**src/rtl/irq_ctrl_pkg.sv**
```systemverilog
// Shared constants for the interrupt controller: register offsets, ID register
// layout and the default source count.
package irq_ctrl_pkg;

  localparam int IRQ_N_SRC = 5;
  localparam int IRQ_ID_W  = 3;

  localparam logic [3:0] IRQ_PENDING_OFS = 4'h0;
  localparam logic [3:0] IRQ_ENABLE_OFS  = 4'h4;
  localparam logic [3:0] IRQ_MODE_OFS    = 4'h8;
  localparam logic [3:0] IRQ_ID_OFS      = 4'hC;

  localparam int IRQ_ID_VALID_BIT = 31;

  typedef logic [IRQ_ID_W-1:0] irq_id_t;

endpackage

```
**src/rtl/irq_sync_edge.sv**
```systemverilog
// Two-flop synchroniser for one raw request line, plus a history flop so that a
// rising edge can be seen one cycle after the line reaches the synchronised stage.
module irq_sync_edge (
  input  logic clk,
  input  logic reset,
  input  logic src,
  output logic level,
  output logic rise
);

  logic s1_reg;
  logic s2_reg;
  logic s3_reg;

  always_ff @(posedge clk or negedge reset) begin
    if (!reset) begin
      s1_reg <= 1'b0;
      s2_reg <= 1'b0;
      s3_reg <= 1'b0;
    end else begin
      s1_reg <= src;
      s2_reg <= s1_reg;
      s3_reg <= s2_reg;
    end
  end

  assign level = s2_reg;
  assign rise  = s2_reg & ~s3_reg;

endmodule

```
**src/rtl/irq_controller.sv**
```systemverilog
// Memory-mapped interrupt controller: edge/level capture into PENDING, ENABLE
// masking, lowest-index-first priority encoding and a small register file.
module irq_controller
  import irq_ctrl_pkg::*;
#(
  parameter int               N_SRC        = IRQ_N_SRC,
  parameter logic [N_SRC-1:0] ENABLE_RESET = 5'h1F,
  parameter logic [N_SRC-1:0] MODE_RESET   = 5'h1F
) (
  input  logic             clk,
  input  logic             reset,
  input  logic [N_SRC-1:0] i_irq_src,
  input  logic             i_ack,
  input  logic [2:0]       i_ack_id,
  input  logic             i_bus_we,
  input  logic             i_bus_re,
  input  logic [3:0]       i_bus_addr,
  input  logic [31:0]      i_bus_wdata,
  output logic [31:0]      o_bus_rdata,
  output logic [N_SRC-1:0] o_interruption,
  output logic             o_irq_valid,
  output logic [2:0]       o_irq_id
);

  logic [N_SRC-1:0] pending_reg;
  logic [N_SRC-1:0] pending_next;
  logic [N_SRC-1:0] enable_reg;
  logic [N_SRC-1:0] mode_reg;
  logic [31:0]      rdata_reg;
  logic [31:0]      rdata_next;

  logic [N_SRC-1:0] level;
  logic [N_SRC-1:0] rise;
  logic [N_SRC-1:0] clr;
  logic [N_SRC-1:0] mode_chg;

  logic [3:0] word_addr;
  logic       wr_pending;
  logic       wr_enable;
  logic       wr_mode;
  irq_id_t    irq_id;
  logic       unused_bits;

  assign word_addr  = {i_bus_addr[3:2], 2'b00};
  assign wr_pending = i_bus_we && (word_addr == IRQ_PENDING_OFS);
  assign wr_enable  = i_bus_we && (word_addr == IRQ_ENABLE_OFS);
  assign wr_mode    = i_bus_we && (word_addr == IRQ_MODE_OFS);

  genvar gi;
  generate
    for (gi = 0; gi < N_SRC; gi++) begin : g_src
      irq_sync_edge u_sync (
        .clk   (clk),
        .reset (reset),
        .src   (i_irq_src[gi]),
        .level (level[gi]),
        .rise  (rise[gi])
      );

      // An ack id at or above N_SRC never matches any gi, so it is ignored.
      assign clr[gi] = (i_ack && (i_ack_id == IRQ_ID_W'(gi)))
                     | (wr_pending && i_bus_wdata[gi]);
      assign mode_chg[gi] = wr_mode && (i_bus_wdata[gi] != mode_reg[gi]);

      // Priority: mode switch flush, then level tracking, then set-over-clear.
      assign pending_next[gi] = mode_chg[gi]  ? 1'b0 :
                                !mode_reg[gi] ? level[gi] :
                                rise[gi]      ? 1'b1 :
                                clr[gi]       ? 1'b0 : pending_reg[gi];
    end
  endgenerate

  assign o_interruption = pending_reg & enable_reg;
  assign o_irq_valid    = |o_interruption;

  always_comb begin
    irq_id = '0;
    for (int i = N_SRC - 1; i >= 0; i--) begin
      if (o_interruption[i]) irq_id = IRQ_ID_W'(i);
    end
  end
  assign o_irq_id = irq_id;

  always_comb begin
    rdata_next = '0;
    case (word_addr)
      IRQ_PENDING_OFS: rdata_next[N_SRC-1:0] = pending_reg;
      IRQ_ENABLE_OFS:  rdata_next[N_SRC-1:0] = enable_reg;
      IRQ_MODE_OFS:    rdata_next[N_SRC-1:0] = mode_reg;
      IRQ_ID_OFS: begin
        rdata_next[IRQ_ID_VALID_BIT] = o_irq_valid;
        rdata_next[IRQ_ID_W-1:0]     = irq_id;
      end
      default:         rdata_next = '0;
    endcase
  end

  always_ff @(posedge clk or negedge reset) begin
    if (!reset) begin
      pending_reg <= '0;
      enable_reg  <= ENABLE_RESET;
      mode_reg    <= MODE_RESET;
      rdata_reg   <= '0;
    end else begin
      pending_reg <= pending_next;
      if (wr_enable) enable_reg <= i_bus_wdata[N_SRC-1:0];
      if (wr_mode)   mode_reg   <= i_bus_wdata[N_SRC-1:0];
      if (i_bus_re)  rdata_reg  <= rdata_next;
    end
  end

  assign o_bus_rdata = rdata_reg;
  assign unused_bits = ^{i_bus_addr[1:0], i_bus_wdata[31:N_SRC]};

endmodule

```
**config.mk**
```make
export PLATFORM = sky130hd
export DESIGN_NAME = irq_controller
export DESIGN_NICKNAME = d
export VERILOG_FILES = /design/src/rtl/irq_ctrl_pkg.sv /design/src/rtl/irq_sync_edge.sv /design/src/rtl/irq_controller.sv
export SDC_FILE = /design/constraint.sdc
export NUM_CORES = 1
export LEC_CHECK = 0
export ABC_AREA = 1
export CAP_MARGIN = 20
export CORE_ASPECT_RATIO = 0.9
export CORE_MARGIN = 10
export CORE_UTILIZATION = 25
export DETAILED_ROUTE_END_ITERATION = 6
export HOLD_SLACK_MARGIN = 0.05
export PLACE_DENSITY_LB_ADDON = 0.25
export SYNTH_ARGS = -nofsm -noshare
export SYNTH_HDL_FRONTEND = slang
export SYNTH_SLANG_ARGS = --single-unit
```
**constraint.sdc**
```tcl
create_clock -name clk -period 1.5 [get_ports clk]
set_input_delay 0.45 -clock clk [delete_from_list [all_inputs] [get_ports clk]]
set_output_delay 0.45 -clock clk [all_outputs]
set_load 0.02 [all_outputs]
```
== After elaboration in Yosys (flattened, before gate mapping) ==
Cells that the tools add are included.

* Output and inout port bits: 41
* Bits in registers: 36
* Input port bits: 49
* Word-level logic and storage cells: 105

* Mux-type cells: 28
* Bitwise logic cells: 16
* Reductions and logical operators: 21
* Equality and inequality tests: 17

{| class="wikitable"
|+ Operator list
! cell !! count
|-
| $mux W1 || 21
|-
| $ne A4 B1 Y1 const B || 5
|-
| $logic_and A1 B1 Y1 || 18
|-
| $mux W3 || 5
|-
| $pmux W3 S4 || 1
|-
| $eq A3 B2 Y1 const B || 2
|-
| $pmux W2 S3 || 1
|-
| $and A1 B1 Y1 || 5
|-
| $and A5 B5 Y5 || 1
|-
| $ne A1 B1 Y1 || 5
|-
| $not A1 Y1 || 5
|-
| $or A1 B1 Y1 || 5
|-
| $reduce_or A5 Y1 || 1
|-
| $eq A2 B2 Y1 const B || 2
|-
| $logic_not A4 Y1 || 1
|-
| $eq A3 B1 Y1 const B || 1
|-
| $eq A3 B3 Y1 const B || 1
|-
| $logic_not A3 Y1 || 1
|-
| $eq A2 B1 Y1 const B || 1
|}

== Logic depth before layout (Yosys ltp) ==
* Depth in word-level cells: 8
* Gate-level depth with buffers: 8
* Depth with buffers taken out: 8

== Modules after synthesis ==
Synthesis repeated with hierarchy kept, for this count alone.

* Cells, all modules: 232
* Area, all modules: 1873.0 um2

{| class="wikitable"
|+ Modules (own cells, without submodules)
! module !! cells each !! seq. area each (um2) !! instances !! area each (um2)
|-
| irq_controller || 207 || 538.0 || 1 || 1447.6
|-
| irq_sync_edge || 5 || 75.1 || 5 || 85.1
|}

== Worst setup path after synthesis ==
No wires, ideal clock.

* Path kind: flip-flop to output port
* From: register enable_reg[3]
* To: output o_irq_id[0]
* Buffers on the path: 0
* Data required time: 1.050 ns
* Slack: -0.172 ns
* Arrival: 1.222 ns
* Cell stages (with the launch flop): 5
* Cell sequence: dfstp_2 nand2_1 inv_1 nand2_1 a21oi_1

* Longest elaborated chain between the ends: 5

{| class="wikitable"
|+ RTL lines
! item !! line !! RTL
|-
| start: declaration || irq_controller.sv:27 || <nowiki>logic [N_SRC-1:0] enable_reg;</nowiki>
|-
| start signal: assignment || irq_controller.sv:106 || <nowiki>if (wr_enable) enable_reg <= i_bus_wdata[N_SRC-1:0];</nowiki>
|-
| $and A5 B5 Y5 || irq_controller.sv:73 || <nowiki>assign o_interruption = pending_reg & enable_reg;</nowiki>
|-
| named net o_interruption[3] || irq_controller.sv:20 || <nowiki>output logic [N_SRC-1:0] o_interruption,</nowiki>
|-
| $mux W3 (4 in a row) || irq_controller.sv:79 || <nowiki>if (o_interruption[i]) irq_id = IRQ_ID_W'(i);</nowiki>
|-
| end: declaration || irq_controller.sv:22 || <nowiki>output logic [2:0] o_irq_id</nowiki>
|}

The timed path passes the listed nets, and every way through them passes these cells.

== Final worst setup path ==
* From: register enable_reg[3]
* To: output o_irq_id[0]

* Longest elaborated chain between the ends: 5

{| class="wikitable"
|+ RTL lines
! item !! line
|-
| $and A5 B5 Y5 || irq_controller.sv:73
|-
| $mux W3 (4 in a row) || irq_controller.sv:79
|}

No other way between the ends.

==> flow_metrics.tcl <==
set metrics [dict create \
    outcome "finished, violations left" \
    violations "negative setup slack" \
    ys_warn_count 0 \
    synthFlopType "dfrtp_1" \
    dr.first_iter.drc_count 57 \
    synth_seq_cells 36 \
    fin_crit_ps 1780 \
    io_pins 90 \
    cp_cell_sequence "nand2_4, inv_4, nand2_4, a21oi_4, buf_6" \
    wirelength_mm 4.81 \
    layout_setup_ws_ps -279 \
    fillers 738 \
    path_clk_slew_ps 70 \
    worstSetupPathType "reg2out" \
    grt_pass1_wl_mm 7.54 \
    place.gp.congestion 0.762 \
    core_mm2 0.00708 \
    synth_cell_types 19 \
    largest_register_ffs 6 \
    yosysTopAreaCell "dfrtp_1" \
    ir_worst_vdd_uv 472 \
    max_freq_mhz 562 \
    start_util 0.259 \
    netlist_area_mm2 0.00183 \
    required_ps 1050 \
    drive_gt1_frac 0.298 \
    syn_avg_cell_area_um2 7.85 \
    setup_violations 9 \
    maxCapViolations 0 \
    grt_pass1_vias 1596 \
    avgRoutedWirePerCell_um 11.8 \
    area_growth_pct 49.7 \
    arrival_ps 1330 \
    clk_latency_ps 290 \
    power_mw 3.11 \
    fin_nets 363 \
    hold_viol 0 \
    ys_async_sr_fraction 1.00 \
    drc 0 \
    first_pass_iters 4 \
    antennaDiodeCount 0 \
    clock_skew_ps 2.99 \
    grt_use_total 0.0854 \
    clock-sinks 36 \
    grt_max_degree 37 \
    synth_edf_count 0 \
    rows 29 \
    port-buffer-count 34 \
    p_leak_nw 1.46 \
    cts_tree "done" \
    vias 1602 \
    yosysMostFrequentCell "nand2_1" \
    cts_buffer_depth 2 \
    viasPerCell 3.93 \
    ant_nets 0 \
    power_density_mw_per_mm2 1130 \
    synthTopCellsByArea "dfrtp_1 36%, nand2_1 19%, dfstp_2 14%" \
    worstPathMaxFanout 4 \
    rsz0062_at_grt "yes" \
    fp.dieArea_mm2 0.0111 \
    grt.overflow.total 0 \
    drv_slew 0 \
    ys_seq_area_frac 0.499 \
    critPathSlowestCell "dfstp_2" \
    cts_hold_buf 0 \
    die_w_um 110 \
    synthCells 233 \
    hold-worst-slack_ps 352 \
    hold_path_class "reg2reg" \
    ys_top_cells_by_count "91 x nand2_1, 26 x buf_4, 26 x dfrtp_1" \
    clockRootBuffer "clkbuf_8" \
    die_h_um 101 \
    cts-htree-levels 2 \
    period_share 1.19 \
    numCtsBuffers 5 \
    crit_top_cell "nand2_4" \
    cp-end-kind "output port" \
    worst_setup_path_start_kind "register" \
    slowest_delay_ps 560 \
    dp_hpwl_mm 3.62 \
    grt_antenna_before_repair 0 \
    synth_top_area_share 0.356 \
]
[power by group]
| part | internal, mW | switching, mW | leakage (nW) |
|---|---|---|---|
| Clock | 0.587 | 0.347 | 0.0645 |
| Sequential | 1.12 | 0.0989 | 0.418 |
| Combinational | 0.463 | 0.493 | 0.981 |
[cell usage in the layout (no fill, tap or decap), types with 2 or more instances in the layout]
cell type,instances
o21ai_1,6
clkdlybuf4s50_1,17
o21ai_0,2
dfrtp_1,26
dlygate4sd2_1,7
nand2_4,7
dfstp_2,10
buf_6,13
clkbuf_8,7
inv_1,14
nand2_1,82
nand3_1,21
conb_1,26
nand2_2,3
inv_2,6
buf_4,38
nand4_1,2
nor2_1,12
nor2_4,3
a21oi_1,4
[layer usage]
metal | up-vias | part of all wire | global-route usage
li1 | 832 | - | -
met3 | 6 | 0.10 | 0.0298
met5 | - | 0 | 0
met1 | 707 | 0.47 | 0.114
met4 | 0 | 0.011 | 0.0267
met2 | 57 | 0.41 | 0.126
[worst paths after layout]
path	endpoint	cells after the start	slack (ps)	startpoint
worst min-delay path	g_src[2].u_sync.level$_DFF_PN0_	0	350	g_src[2].u_sync.s1_reg$_DFF_PN0_
min in group asynchronous	g_src[1].u_sync.s1_reg$_DFF_PN0_	2	520	reset
worst min register to register	g_src[2].u_sync.level$_DFF_PN0_	0	350	g_src[2].u_sync.s1_reg$_DFF_PN0_
worst max-delay path	o_irq_id[0]	5	-280	enable_reg[3]$_DFFE_PN1P_
worst max register to register	o_bus_rdata[1]$_DFFE_PN0P_	8	150	enable_reg[1]$_DFFE_PN1P_
max in group asynchronous	enable_reg[0]$_DFFE_PN1P_	2	720	reset
[per-stage QoR]
stage               TNS (ps)  worst slack [ps]   util  std cells  cell area (µm²)
floorplan              -75.4             -75.4      -        258             1930
global placement       -9110              -509  0.347        391             2450
detailed placement     -9060              -512  0.347        391             2450
CTS                    -1840              -279  0.386        408             2730
global route           -2290              -327  0.387        408             2740
finish                 -1810              -279  0.387        408             2740
[critical path, delay by kind of cell (launching register included)]
kind / cells / cell delay [ps]
DFF: 1 / 560
and+or+nand+nor: 2 / 130
AOI/OAI and AO/OA: 1 / 140
buffers and inverters: 2 / 210
[cell type report]
cell class	count	area [µm²]	share of cell area
multi-input combinational	172	797	0.291
sequential	36	913	0.333
inverter	22	90.1	0.0329
timing repair buffer	77	696	0.254
clock inverter	1	30.0	0.0110
tap	93	116	0.0425
clock buffer	7	96.3	0.0352
[cells by family after synthesis]
family	Yosys count	synth area share
and+or+nand+nor	133	0.306
buffers and inverters	50	0.157
DFF	36	0.499
AOI/OAI and AO/OA	13	0.0356
other	1	0.00205
[what timing repair did]
action                                  4_1_cts  5_1_grt
buffers inserted                             10        5
pin swaps                                     5        5
resized for setup                            90        6
endpoints found under the setup margin       21       23
No activity file was read; power rests on OpenSTA's default activity.
